`config.mk`:
```
export PLATFORM = sky130hd
export DESIGN_NAME = dmem_access_ctrl_flat
export DESIGN_NICKNAME = d
export VERILOG_FILES = /design/src/rtl/dmem_access_ctrl_if.sv /design/src/rtl/dmem_access_ctrl.sv /design/src/flat_wrapper.sv
export SDC_FILE = /design/constraint.sdc
export NUM_CORES = 1
export LEC_CHECK = 0
export ABC_AREA = 1
export CORE_MARGIN = 8
export CORE_UTILIZATION = 36
export DETAILED_ROUTE_END_ITERATION = 10
export PLACE_DENSITY = 0.67
export SLEW_MARGIN = 10
export SYNTH_ARGS = -nofsm -noshare
export SYNTH_HDL_FRONTEND = slang
export SYNTH_SLANG_ARGS = --single-unit
```
`constraint.sdc`:
```
create_clock -name clk -period 4.1 [get_ports clk]
set_input_delay 0.82 -clock clk [delete_from_list [all_inputs] [get_ports clk]]
set_output_delay 0.82 -clock clk [all_outputs]
set_load 0.005 [all_outputs]
```
`src/rtl/dmem_access_ctrl_if.sv`:
```
// Data-memory bus between the MEM-stage access controller and a variable-latency memory.
// The controller holds req with stable address/data until the memory returns a one-cycle ack.
interface dmem_access_ctrl_if;
  logic        dmem_req_o;
  logic        dmem_we_o;
  logic [31:0] dmem_addr_o;
  logic [3:0]  dmem_be_o;
  logic [31:0] dmem_wdata_o;
  logic        dmem_ack_i;
  logic [31:0] dmem_rdata_i;

  modport master (
    output dmem_req_o, dmem_we_o, dmem_addr_o, dmem_be_o, dmem_wdata_o,
    input  dmem_ack_i, dmem_rdata_i
  );

  modport slave (
    input  dmem_req_o, dmem_we_o, dmem_addr_o, dmem_be_o, dmem_wdata_o,
    output dmem_ack_i, dmem_rdata_i
  );
endinterface

```
`src/rtl/dmem_access_ctrl.sv`:
```
// MEM-stage data-memory sequencer: IDLE -> BUSY (req held until ack or timeout) -> DONE.
// Builds byte enables / replicated store data and extends load data; stalls the pipeline while busy.
module dmem_access_ctrl #(
  parameter int TIMEOUT_CYCLES = 255
) (
  input  logic                  clk,
  input  logic                  rst_n,
  input  logic                  mem_read_i,
  input  logic                  mem_write_i,
  input  logic [1:0]            mem_width_i,
  input  logic                  mem_sign_extend_i,
  input  logic [31:0]           addr_i,
  input  logic [31:0]           wdata_i,
  dmem_access_ctrl_if.master    dmem,
  output logic [31:0]           load_data_o,
  output logic                  stall_o,
  output logic                  mem_wb_bubble_o,
  output logic                  misalign_o,
  output logic                  timeout_o
);

  localparam logic [1:0] S_IDLE = 2'd0;
  localparam logic [1:0] S_BUSY = 2'd1;
  localparam logic [1:0] S_DONE = 2'd2;

  logic [1:0]  r_state;
  logic [7:0]  r_cnt;
  logic        r_req;
  logic        r_we;
  logic [31:0] r_addr;
  logic [3:0]  r_be;
  logic [31:0] r_wdata;
  logic [1:0]  r_off;
  logic [1:0]  r_width;
  logic        r_sign;
  logic [31:0] r_load_data;
  logic        r_timeout;

  logic        w_access;
  logic        w_misalign;
  logic [3:0]  w_be;
  logic [31:0] w_wdata;

  function automatic logic [31:0] f_extract(input logic [1:0] width, input logic sign,
                                            input logic [1:0] off, input logic [31:0] rdata);
    logic        [31:0] s;
    logic signed [31:0] r;
    s = rdata >> {off, 3'b000};
    case (width)
      2'b00:   r = sign ? 32'(signed'(s[7:0]))  : {24'b0, s[7:0]};
      2'b01:   r = sign ? 32'(signed'(s[15:0])) : {16'b0, s[15:0]};
      default: r = s;
    endcase
    return r;
  endfunction

  assign w_access   = mem_read_i | mem_write_i;
  assign w_misalign = (r_state == S_IDLE) & w_access &
                      ((mem_width_i == 2'b01 & addr_i[0]) |
                       (mem_width_i == 2'b10 & (addr_i[1:0] != 2'b00)) |
                       (mem_width_i == 2'b11));

  always_comb begin
    w_be    = 4'b1111;
    w_wdata = wdata_i;
    case (mem_width_i)
      2'b00: begin
        w_be    = 4'b0001 << addr_i[1:0];
        w_wdata = {4{wdata_i[7:0]}};
      end
      2'b01: begin
        w_be    = 4'b0011 << addr_i[1:0];
        w_wdata = {2{wdata_i[15:0]}};
      end
      default: ;
    endcase
  end

  // Stall is gated by rst_n so it falls with the asynchronous reset even if EX/MEM still holds an access.
  always_comb begin
    stall_o = 1'b0;
    case (r_state)
      S_IDLE:  stall_o = w_access & ~w_misalign;
      S_BUSY:  stall_o = 1'b1;
      default: stall_o = 1'b0;
    endcase
    stall_o = stall_o & rst_n;
  end

  always_ff @(posedge clk or negedge rst_n) begin
    if (!rst_n) begin
      r_state     <= S_IDLE;
      r_cnt       <= 8'd0;
      r_req       <= 1'b0;
      r_we        <= 1'b0;
      r_addr      <= 32'd0;
      r_be        <= 4'd0;
      r_wdata     <= 32'd0;
      r_off       <= 2'd0;
      r_width     <= 2'd0;
      r_sign      <= 1'b0;
      r_load_data <= 32'd0;
      r_timeout   <= 1'b0;
    end else begin
      r_timeout <= 1'b0;
      case (r_state)
        S_IDLE: begin
          if (w_access && !w_misalign) begin
            r_req   <= 1'b1;
            r_we    <= mem_write_i;
            r_addr  <= {addr_i[31:2], 2'b00};
            r_be    <= w_be;
            r_wdata <= w_wdata;
            r_off   <= addr_i[1:0];
            r_width <= mem_width_i;
            r_sign  <= mem_sign_extend_i;
            r_cnt   <= 8'd0;
            r_state <= S_BUSY;
          end
        end
        S_BUSY: begin
          r_cnt <= r_cnt + 8'd1;
          // Ack has priority over an expiring counter in the same cycle.
          if (dmem.dmem_ack_i) begin
            r_load_data <= r_we ? 32'd0 : f_extract(r_width, r_sign, r_off, dmem.dmem_rdata_i);
            r_req       <= 1'b0;
            r_state     <= S_DONE;
          end else if (r_cnt == 8'(TIMEOUT_CYCLES - 1)) begin
            r_load_data <= 32'd0;
            r_req       <= 1'b0;
            r_timeout   <= 1'b1;
            r_state     <= S_DONE;
          end
        end
        default: r_state <= S_IDLE;
      endcase
    end
  end

  assign dmem.dmem_req_o   = r_req;
  assign dmem.dmem_we_o    = r_we;
  assign dmem.dmem_addr_o  = r_addr;
  assign dmem.dmem_be_o    = r_be;
  assign dmem.dmem_wdata_o = r_wdata;
  assign load_data_o       = r_load_data;
  assign mem_wb_bubble_o   = stall_o;
  assign misalign_o        = w_misalign;
  assign timeout_o         = r_timeout;

endmodule

```
`src/flat_wrapper.sv`:
```
// flat-port wrapper written by rule: the top's interface ports become plain ports
module dmem_access_ctrl_flat 
#(
  parameter int TIMEOUT_CYCLES = 255
)
  (clk, rst_n, mem_read_i, mem_write_i, mem_width_i, mem_sign_extend_i, addr_i, wdata_i, load_data_o, stall_o, mem_wb_bubble_o, misalign_o, timeout_o, dmem_dmem_req_o, dmem_dmem_we_o, dmem_dmem_addr_o, dmem_dmem_be_o, dmem_dmem_wdata_o, dmem_dmem_ack_i, dmem_dmem_rdata_i);
  dmem_access_ctrl_if dmem_i ();
  input  logic clk;
  input  logic rst_n;
  input  logic mem_read_i;
  input  logic mem_write_i;
  input  logic [1:0] mem_width_i;
  input  logic mem_sign_extend_i;
  input  logic [31:0] addr_i;
  input  logic [31:0] wdata_i;
  output logic [31:0] load_data_o;
  output logic stall_o;
  output logic mem_wb_bubble_o;
  output logic misalign_o;
  output logic timeout_o;
  output wire logic [$bits(dmem_i.dmem_req_o)-1:0] dmem_dmem_req_o;
  output wire logic [$bits(dmem_i.dmem_we_o)-1:0] dmem_dmem_we_o;
  output wire logic [$bits(dmem_i.dmem_addr_o)-1:0] dmem_dmem_addr_o;
  output wire logic [$bits(dmem_i.dmem_be_o)-1:0] dmem_dmem_be_o;
  output wire logic [$bits(dmem_i.dmem_wdata_o)-1:0] dmem_dmem_wdata_o;
  input wire logic [$bits(dmem_i.dmem_ack_i)-1:0] dmem_dmem_ack_i;
  input wire logic [$bits(dmem_i.dmem_rdata_i)-1:0] dmem_dmem_rdata_i;
  assign dmem_dmem_req_o = dmem_i.dmem_req_o;
  assign dmem_dmem_we_o = dmem_i.dmem_we_o;
  assign dmem_dmem_addr_o = dmem_i.dmem_addr_o;
  assign dmem_dmem_be_o = dmem_i.dmem_be_o;
  assign dmem_dmem_wdata_o = dmem_i.dmem_wdata_o;
  assign dmem_i.dmem_ack_i = dmem_dmem_ack_i;
  assign dmem_i.dmem_rdata_i = dmem_dmem_rdata_i;
  dmem_access_ctrl #(.TIMEOUT_CYCLES(TIMEOUT_CYCLES)) u_core (.clk(clk), .rst_n(rst_n), .mem_read_i(mem_read_i), .mem_write_i(mem_write_i), .mem_width_i(mem_width_i), .mem_sign_extend_i(mem_sign_extend_i), .addr_i(addr_i), .wdata_i(wdata_i), .dmem(dmem_i), .load_data_o(load_data_o), .stall_o(stall_o), .mem_wb_bubble_o(mem_wb_bubble_o), .misalign_o(misalign_o), .timeout_o(timeout_o));
endmodule
```
==> summary.txt, run 1 <==
Synth
  – Average cell area after synthesis: 7.73 sq um
  – Distinct cell type count after synthesis: 27
  – YS warnings: 0
  – Mapped Area: 0.00569 sq mm
  – Register bit count reported by yosys: 116
  – Cells after Synth: 736
  – Register area share after synthesis: 51.0%

Final layout
  – Most frequent cells in the layout: nand2_1 (340), clkdlybuf4s50_1 (206), dfrtp_1 (116)
  – Share of layout cells above drive strength 1: 6.08%
  – Most common cell after layout, fill and taps aside: nand2_1
  – Area grow syn2layout: 46.8%
  – Nets: 1033

Worst setup path
  – CP dominant cell by count: clkdlybuf4s50_1
  – Worst r2r src: u_core.r_off[1]
  – CP cell instances: clkdlybuf4s50_1, inv_1, nand3_1, nand3_4, a21boi_0, clkdlybuf4s50_1
  – Reg-to-reg slack, setup: 1.94 ns
  – Worst setup SP type: input port
  – Critical Path Max Stage Delay: 0.59 ns
  – Crit path from: mem_width_i[1]
  – Crit-path max FO: 11
  – Worst Path Buf+Inv: 3
  – Slowest CP cell: clkdlybuf4s50_1
  – Cell class contributing the biggest share of worst-path delay: buffers and inverters
  – CP Class: in -> out
  – Worst path required time: 3.28 ns
  – Crit. End Element: output port
  – Critical Path AT: 2.63 ns

Global route
  – GRT overflow: 0
  – Vias in the first global route: 5440
  – Initial antenna violation count: 0
  – Largest net degree at the start of global routing: 70
  – Met1 usage in global routing: 23.0%
  – Tot GR Track Use: 18.6%
  – First-pass GRT wire length: 29300 um
  – GRT met2 Usage: 28.4%
  – GRT Max-Usage Layer: met2
  – Routing usage on met3: 8.00%

Power
  – Static leakage: 4.04 nW
  – Cell Pwr Density: 638 mW/mm^2
  – Worst VDD drop: 306 uV

Detailed routing
  – WL/cell: 15.8 um
  – TritonRoute pass-1 iters: 4
  – DRT antenna net count: 0
  – Initial DRC count: 302
  – DR vias: 5376
  – Post-DR vias/cell: 4.65
  – Remaining routing DRC violations: 0
  – Total wire length: 18300 um

Timing
  – Final hold viol count: 0
  – RSZ-0062 raised after global routing: false
  – Worst slew pin tran: 0.883 ns
  – Setup WS post-layout: 0.651 ns
  – Minimum clock period: 3.45 ns
  – Max frequency: 290 MHz
  – Max-slew violation count: 0
  – Setup violations, final: 0
  – Worst hold slack: 0.466 ns
  – Fin crit share: 84.1%
  – Worst clock skew: 0.00756 ns
  – Setup_tns: 0 ns
  – Max_slew headroom: 41.1%

Clocking
  – Worst skew pair latency: 0.41 ns
  – CTS Buf Count: 17
  – CTS H-tree depth: 4
  – TritonCTS clock tree: yes
  – Post_cts resized: 0
  – Clock buffer depth: 2
  – Post-CTS Setup Bufs: 0
  – CTS Sinks: 116
  – CTS Root Cell: clkbuf_16
  – CTS hold repair buffers: 0
  – Clock slew at reported path FFs: 0.05 ns

Floorplanning
  – Die area: 0.0201 sq mm
  – Die Ht: 142 um
  – I/O pin count: 210
  – Die width: 142 um
  – Cell Rows: 46
  – Initial Util: 36.3%
  – Core area: 0.0157 sq mm

Hold path
  – Hold Path Origin: u_core.load_data_o[7]
  – Hold Path Class: reg -> reg

Outcome
  – Run status: complete, no violations

Placed design
  – DP Worst Slack: 0.637 ns
  – Routability Congestion: 0.853
  – HPWL Detailed: 13000 um
  – Buffers on Ports: 207

Flow run
  – Max_cap viols: 0
==> power breakdown <==
part | internal (mW) | switching, mW | leakage, nW
logic | 1.11 | 0.997 | 2.30
registers | 1.57 | 0.284 | 1.47
clock network | 0.865 | 0.504 | 0.268
==> layer usage <==
metal | vias up | routed length, um | part of all wire [%]
met5 | - | 0 | 0
met4 | 0 | 219 | 1.2
met3 | 14 | 1720 | 9.4
met2 | 171 | 8320 | 45
met1 | 2481 | 8040 | 44
li1 | 2710 | - | -
==> Yosys cell counts, drive strengths merged <==
cell type  instances  share of area (%)
ha                 2               0.44
nor3               1              0.088
xnor2              1               0.15
o21ai             71                6.6
a21oi             40                3.5
inv               31                2.2
nand3             56                5.5
buf               38                4.8
a31oi              1               0.11
conb               1              0.066
dfrtp            116                 51
nor2              25                1.9
clkbuf             9               0.59
clkinv             1              0.066
a21boi             1               0.13
nand2            342                 23
==> final timing paths <==
check | end | cells after the start
setup / recovery | stall_o | 6
hold / removal | u_core.load_data_o[7] | 2
setup reg to reg | u_core.load_data_o[23] | 7
hold reg to reg | u_core.load_data_o[7] | 2
max in group asynchronous | u_core.dmem.dmem_addr_o[6] | 3
min in group asynchronous | u_core.load_data_o[3] | 2
==> worst register-to-register path: cells and delay by family (launching register included) <==
kind / cells / cell delay (ns)
buffers and inverters: 2 / 0.76
DFF: 1 / 0.51
and+or+nand+nor: 5 / 0.77
==> flip-flops by register name (all words and copies together), names as in the netlist <==
register and count:
u_core.dmem.dmem_addr_o 30, u_core.dmem.dmem_be_o 4, u_core.dmem.dmem_req_o 1, u_core.dmem.dmem_wdata_o 32
u_core.dmem.dmem_we_o 1, u_core.load_data_o 32, u_core.r_cnt 8, u_core.r_off 2
u_core.r_sign 1, u_core.r_state 2, u_core.r_width 2, u_core.timeout_o 1
==> through the flow <==
| stage | util, % | std cells | power [mW] | instance area [sq um] |
|---|---|---|---|---|
| floorplan | - | 737 | 2.83 | 5690 |
| global placement | 49.9 | 1124 | 3.98 | 7820 |
| detailed placement | 49.9 | 1124 | 4.00 | 7820 |
| CTS | 53.3 | 1153 | 5.42 | 8350 |
| global route | 53.3 | 1153 | 5.74 | 8350 |
| finish | 53.4 | 1155 | 5.33 | 8350 |
==> layout make-up <==
class | count | area [sq um]
Antenna cell | 2 | 5.00
Clock buffer | 23 | 478
Clock inverter | 6 | 55.1
Fill cell | 1524 | 7300
Inverter | 32 | 128
Multi-Input combinational cell | 542 | 2360
Sequential cell | 116 | 2900
Tap cell | 216 | 270
Timing Repair Buffer | 218 | 2150
==> cells by family (layout without fill, tap and decap cells) <==
family / count (synthesis) / count (layout) / synth area share (%)
other: 1 / 4 / 0.0659
adder cells (fa/ha/maj): 2 / 2 / 0.440
AO/OA/AOI/OAI: 113 / 113 / 10.4
buffers and inverters: 79 / 279 / 7.63
flip-flops: 116 / 116 / 51.0
XOR/XNOR: 1 / 1 / 0.154
AND/OR/NAND/NOR: 424 / 424 / 30.3
Power figures use the tool's default switching activity.
==> run 2: changes to the inputs <==
==> constraint.sdc (replaced) <==
create_clock -name clk -period 3.2 [get_ports clk]
set_input_delay 0.64 -clock clk [delete_from_list [all_inputs] [get_ports clk]]
set_output_delay 0.64 -clock clk [all_outputs]
set_load 0.005 [all_outputs]
==> run 2 against run 1 <==
Against the previous run: wire length fell by 1.5%; clock-buffer cell count shrank 1; largest cell class unchanged; largest power group unchanged; via count rose by 0.48%; critical path depth unchanged; worst setup slack worse by 0.48 ns; critical path type unchanged.
==> summary.txt, run 2 (synthesized netlist as in run 1, its figures left out) <==
Outcome
  – Run status: complete, no violations

Floorplanning
  – Die Ht: 142 um (unchanged)
  – Initial Util: 36.3% (unchanged)
  – Die width: 142 um (unchanged)
  – Cell Rows: 46 (unchanged)
  – Die area: 0.0201 sq mm (unchanged)
  – Core area: 0.0157 sq mm (unchanged)
  – I/O pin count: 210 (unchanged)

Timing
  – Worst clock skew: 0.0104 ns (+0.00280 ns)
  – Setup_tns: 0 ns (unchanged)
  – Fin crit share: 94.7%
  – Worst hold slack: 0.319 ns (-0.146 ns)
  – Max frequency: 330 MHz
  – Worst slew pin tran: 1.02 ns (+0.138 ns)
  – Setup violations, final: 0 (unchanged)
  – Final hold viol count: 0 (unchanged)
  – Minimum clock period: 3.03 ns
  – Max-slew violation count: 0 (unchanged)
  – RSZ-0062 raised after global routing: false
  – Setup WS post-layout: 0.170 ns (-0.482 ns)
  – Max_slew headroom: 31.9% (-9.2 points)

Global route
  – First-pass GRT wire length: 29200 um (-0.59%)
  – Initial antenna violation count: 1 (+1)
  – Vias in the first global route: 5451 (+0.20%)
  – Largest net degree at the start of global routing: 115 (+64%)
  – Tot GR Track Use: 18.4% (-0.13 points)
  – GRT overflow: 0 (unchanged)

Final layout
  – Fill count: 1526 (+0.13%)
  – Final non-filler cell area: 0.00844 sq mm (+1.0%)
  – Antenna cells: 0 (-2)
  – Most common cell after layout, fill and taps aside: nand2_1
  – Most frequent cells in the layout: nand2_1 (340), clkdlybuf4s50_1 (206), dfrtp_1 (116)
  – Share of layout cells above drive strength 1: 6.79% (+0.71 points)
  – Layout Cells excl Fill: 1158 (+0.26%)
  – Fin util: 53.9% (+0.54 points)
  – Nets: 1036 (+0.29%)
  – Area grow syn2layout: 48.3%

Worst setup path
  – Worst path required time: 2.56 ns (-0.72 ns)
  – Crit-path max FO: 2 (-9)
  – Crit path from: mem_write_i
  – Worst r2r src: u_core.r_off[1]
  – R2r endpoint: u_core.load_data_o[16]
  – Critical Path AT: 2.39 ns (-0.24 ns)
  – CP Class: in -> out
  – Critical Path End: mem_wb_bubble_o
  – Crit. End Element: output port
  – R2r worst-path depth: 6 (-1)
  – Reg-to-reg slack, setup: 1.20 ns (-0.74 ns)
  – Worst setup SP type: input port

Detailed routing
  – Total wire length: 18000 um (-1.5%)
  – TritonRoute pass-1 iters: 5 (+1)
  – Initial DRC count: 369 (+22%)
  – Remaining routing DRC violations: 0 (unchanged)
  – DRT antenna net count: 0 (unchanged)
  – WL/cell: 15.6 um (-1.7%)
  – Post-DR vias/cell: 4.66 (+0.22%)
  – DR vias: 5402 (+0.48%)

Hold path
  – Hold Path Class: in -> async

Placed design
  – Buffers on Ports: 207 (unchanged)
  – HPWL Detailed: 13100 um (+0.27%)
  – Routability Congestion: 0.848 (-0.59%)
  – DP Worst Slack: 0.122 ns (-0.515 ns)
  – # placed instances: 1127 (+0.27%)
  – Area of placed instances: 0.00785 sq mm (+0.45%)

Power
  – Static leakage: 4.07 nW (+0.90%)
  – Pint: 4.66 mW (+31%)
  – Sw Ratio: 33.0% (-0.47 points)
  – Clock share of power: 26.8% (+1.1 points)
  – Combinational power share: 39.1% (-0.4 points)
  – PnR Total Power: 6.96 mW (+30%)
  – Cell Pwr Density: 824 mW/mm^2 (+29%)
  – Sequential Power Share: 34.1% (-0.7 points)
  – Worst VDD drop: 371 uV (+21%)
  – Sw Pwr: 2.30 mW (+29%)

Clocking
  – CTS Buf Count: 17 (unchanged)
  – CTS Sinks: 116 (unchanged)
  – CTS hold repair buffers: 0 (unchanged)
  – CTS H-tree depth: 4 (unchanged)
  – Clock slew at reported path FFs: 0.05 ns (about the same)
  – Clock buffer depth: 2 (unchanged)
  – TritonCTS clock tree: yes
  – Post-CTS Setup Bufs: 0 (unchanged)
  – CTS Root Cell: clkbuf_16
  – Post_cts resized: 0 (unchanged)
  – Worst skew pair latency: 0.41 ns (about the same)

Flow run
  – Max_cap viols: 0 (unchanged)
==> run 2: cell types whose count changed in the layout (fill, tap and decap cells not counted), sizes merged <==
cell | previous run | this run
clkinvlp | 0 | 3
clkinv | 6 | 5
clkbuf | 23 | 22
bufinv | 1 | 2
diode | 2 | 0
buf | 12 | 15
==> run 2: cell type report <==
type | instances | area, sq um | share of cell area (%)
clock buffer | 22 | 484 | 5.74
clock inverter | 9 | 103 | 1.22
inverter | 32 | 128 | 1.51
multi-input combinational | 542 | 2360 | 28.0
sequential | 116 | 2900 | 34.4
tap | 216 | 270 | 3.20
timing repair buffer | 221 | 2190 | 25.9
==> run 2: critical path, cell delays in order <==
cell	delay [ns]
clkdlybuf4s50_1	0.48
nor2_1	0.06
nor2_1	0.29
nand3_4	0.14
a21boi_0	0.24
clkdlybuf4s50_1	0.55
==> run 2: how the worst min path moves through the flow <==
stage                                        endpoint                   startpoint
after CTS                      u_core.load_data_o[10]                        rst_n
after detailed placement  u_core.dmem.dmem_addr_o[18]  u_core.dmem.dmem_addr_o[18]
after global placement    u_core.dmem.dmem_addr_o[26]  u_core.dmem.dmem_addr_o[26]
final                          u_core.load_data_o[10]                        rst_n
after floorplan           u_core.dmem.dmem_addr_o[10]                        rst_n
after global routing           u_core.load_data_o[10]                        rst_n
==> run 2: power by group through the flow <==
stage	clock (mW)	combinational, mW	sequential [mW]
final	1.87	2.72	2.37
after global routing	1.99	3.04	2.45
after CTS	1.92	2.77	2.37
after detailed placement	0	2.76	2.38
after global placement	0	2.74	2.37
after floorplan	0	1.27	2.36
==> run 2: per-layer routing <==
| metal | share of wire, % | GRT usage [%] |
|---|---|---|
| met1 | 43 | 23.0 |
| met2 | 45 | 28.6 |
| met3 | 10 | 7.96 |
| met4 | 1.1 | 4.86 |
| met5 | 0.072 | 0 |
==> variant, RTL diff (flow settings as in run 2) <==
Make the reset (`rst_n`) synchronous in one clocked block. Comments in the files are not updated.
--- a/src/rtl/dmem_access_ctrl.sv
+++ b/src/rtl/dmem_access_ctrl.sv
@@ -88,5 +88,5 @@
   end
 
-  always_ff @(posedge clk or negedge rst_n) begin
+  always_ff @(posedge clk) begin
     if (!rst_n) begin
       r_state     <= S_IDLE;
Behaviour: differs if rst_n is asserted again (counterexample within 4 cycles, from zero or initial values and one cycle with rst_n low); with rst_n held inactive, the same outputs for 4 cycles.
==> variant against run 2 <==
Via count increased by 10%. Area after synthesis down 1.3%. Wire length increased by 5.8%. Utilization is 0.54 points higher. Worst setup slack better by 0.027 ns. Sequential cell count is the same. Design area decreased by 1.9%. Count of clock-buffer cells in the layout fell by 4. Register-to-register slack better by 0.05 ns.
Power is not compared: it rests on default switching activity, and its combinational part moved more than twofold at a synthesized area within 25%.
==> variant: results (changes against run 2) <==
metric,value,unit,change
status,"complete, no violations",,
"top cells by count, synth","nand2_1, dfxtp_1, a21oi_1",,
starting DRC count in detailed routing,378,,+2.4%
gr usage total,19.3,%,+0.83 points
sw power,1.17,mW,
CTS H-tree lvls,4,,unchanged
VDD IR max,0.344,mV,
asr flop ratio synth,0,%,-100 points
DRT Pass-1 Iters,4,,-1
number of global-route vias before repair,5830,,+7.0%
"Seq/Total Area, Yosys",41.4,%,-9.6 points
Avg Inst Size Synth,6.84,um^2,-11%
Final #Nets,1107,,+6.9%
post-placement cell area,7730,um^2,-1.5%
WL/cell,15.9,um,+1.9%
"Arr. time, crit path",2.36,ns,-0.03 ns
Synth Flop Type,dfxtp_1,,
initial antenna violation count,0,,-1
clock root cell,clkbuf_16,,
Crit Path Max Fanout,5,,+3
setup clock skew after layout,0.00405,ns,-0.00631 ns
DP Cell Count,1170,,+3.8%
RD Place Congestion,0.871,,+2.7%
Clock Tree Buf Depth,2,,unchanged
Ys Warns,0,,unchanged
worst-margin pin slew,0.865,ns,-0.157 ns
leakage,3.27,nW,
DR vias,5943,,+10%
"Clk Latency, worst-skew pair",0.41,ns,about the same
Antenna diodes,0,,unchanged
CTS buffer count,17,,unchanged
library cells used by synthesis,34,,+26%
R2R cell count,9,,+3
pre-CTS setup slack,0.169,ns,+0.0470 ns
layout cells sized above 1,8.48,%,+1.7 points
first-pass GRT wire length,30500,um,+4.5%
Area contributors post-synth,"dfxtp_1, nand2_1, a21oi_1",,
DP HPWL,13500,um,+3.2%
clk slew on worst S/H paths,0.05,ns,about the same
pin count of the biggest net entering global routing,83,,-28%
Routed WL,19100,um,+5.8%
Worst Hold Class,flip-flop to flip-flop,,
==> variant: worst paths after layout <==
kind,from,endpoint,slack (ns)
max,mem_width_i[1],mem_wb_bubble_o,0.20
min,u_core.dmem.dmem_be_o[1]$_SDFFE_PN0P_,u_core.dmem.dmem_be_o[1]$_SDFFE_PN0P_,0.46
max reg2reg,u_core.r_off[0]$_SDFFE_PN0P_,u_core.load_data_o[19]$_SDFFE_PN0P_,1.25
min reg2reg,u_core.dmem.dmem_be_o[1]$_SDFFE_PN0P_,u_core.dmem.dmem_be_o[1]$_SDFFE_PN0P_,0.46
==> variant: area by class of cell <==
type / instances / area [um^2]
fill: 1516 / 6930
sequential: 116 / 2320
multi-input combinational: 606 / 2830
clock buffer: 18 / 429
timing repair buffer: 224 / 2210
inverter: 36 / 136
clock inverter: 14 / 115
tap: 188 / 235
==> variant: power groups by stage <==
stage	clock network (mW)	logic [mW]	registers (mW)
3_5_place_dp	0	0.827	1.60
2_1_floorplan	0	0.433	1.60
6_report	1.75	0.823	1.57
4_1_cts	1.79	0.832	1.57
3_3_place_gp	0	0.827	1.60
5_1_grt	1.85	0.914	1.58
==> variant: worst max-delay path, cell delays in order <==
cell and delay [ns]:
clkdlybuf4s50_1 0.52, inv_2 0.07, nand2_4 0.06, inv_2 0.04, nand2_1 0.12, nand3_2 0.10, nand2_1 0.15, nand2_1 0.09
inv_1 0.07, clkdlybuf4s50_1 0.50
==> variant: per-layer routing <==
metal / up-vias / share of wire (%) / wire (um) / GRT usage, %
met2: 201 / 45 / 8630 / 31.0
met4: 0 / 1.6 / 313 / 6.39
met3: 23 / 10 / 1920 / 8.34
li1: 3036 / - / - / -
met5: - / 0 / 0 / 0
met1: 2683 / 43 / 8210 / 22.6
==> variant: logic make-up after synthesis <==
group | after synthesis | synth area share (%)
and+or+nand+nor | 447 | 34.7
DFF | 116 | 41.4
adders and majority gates | 2 | 0.446
buffers and inverters | 99 | 8.45
other | 1 | 0.0668
AOI/OAI and AO/OA | 155 | 15.0
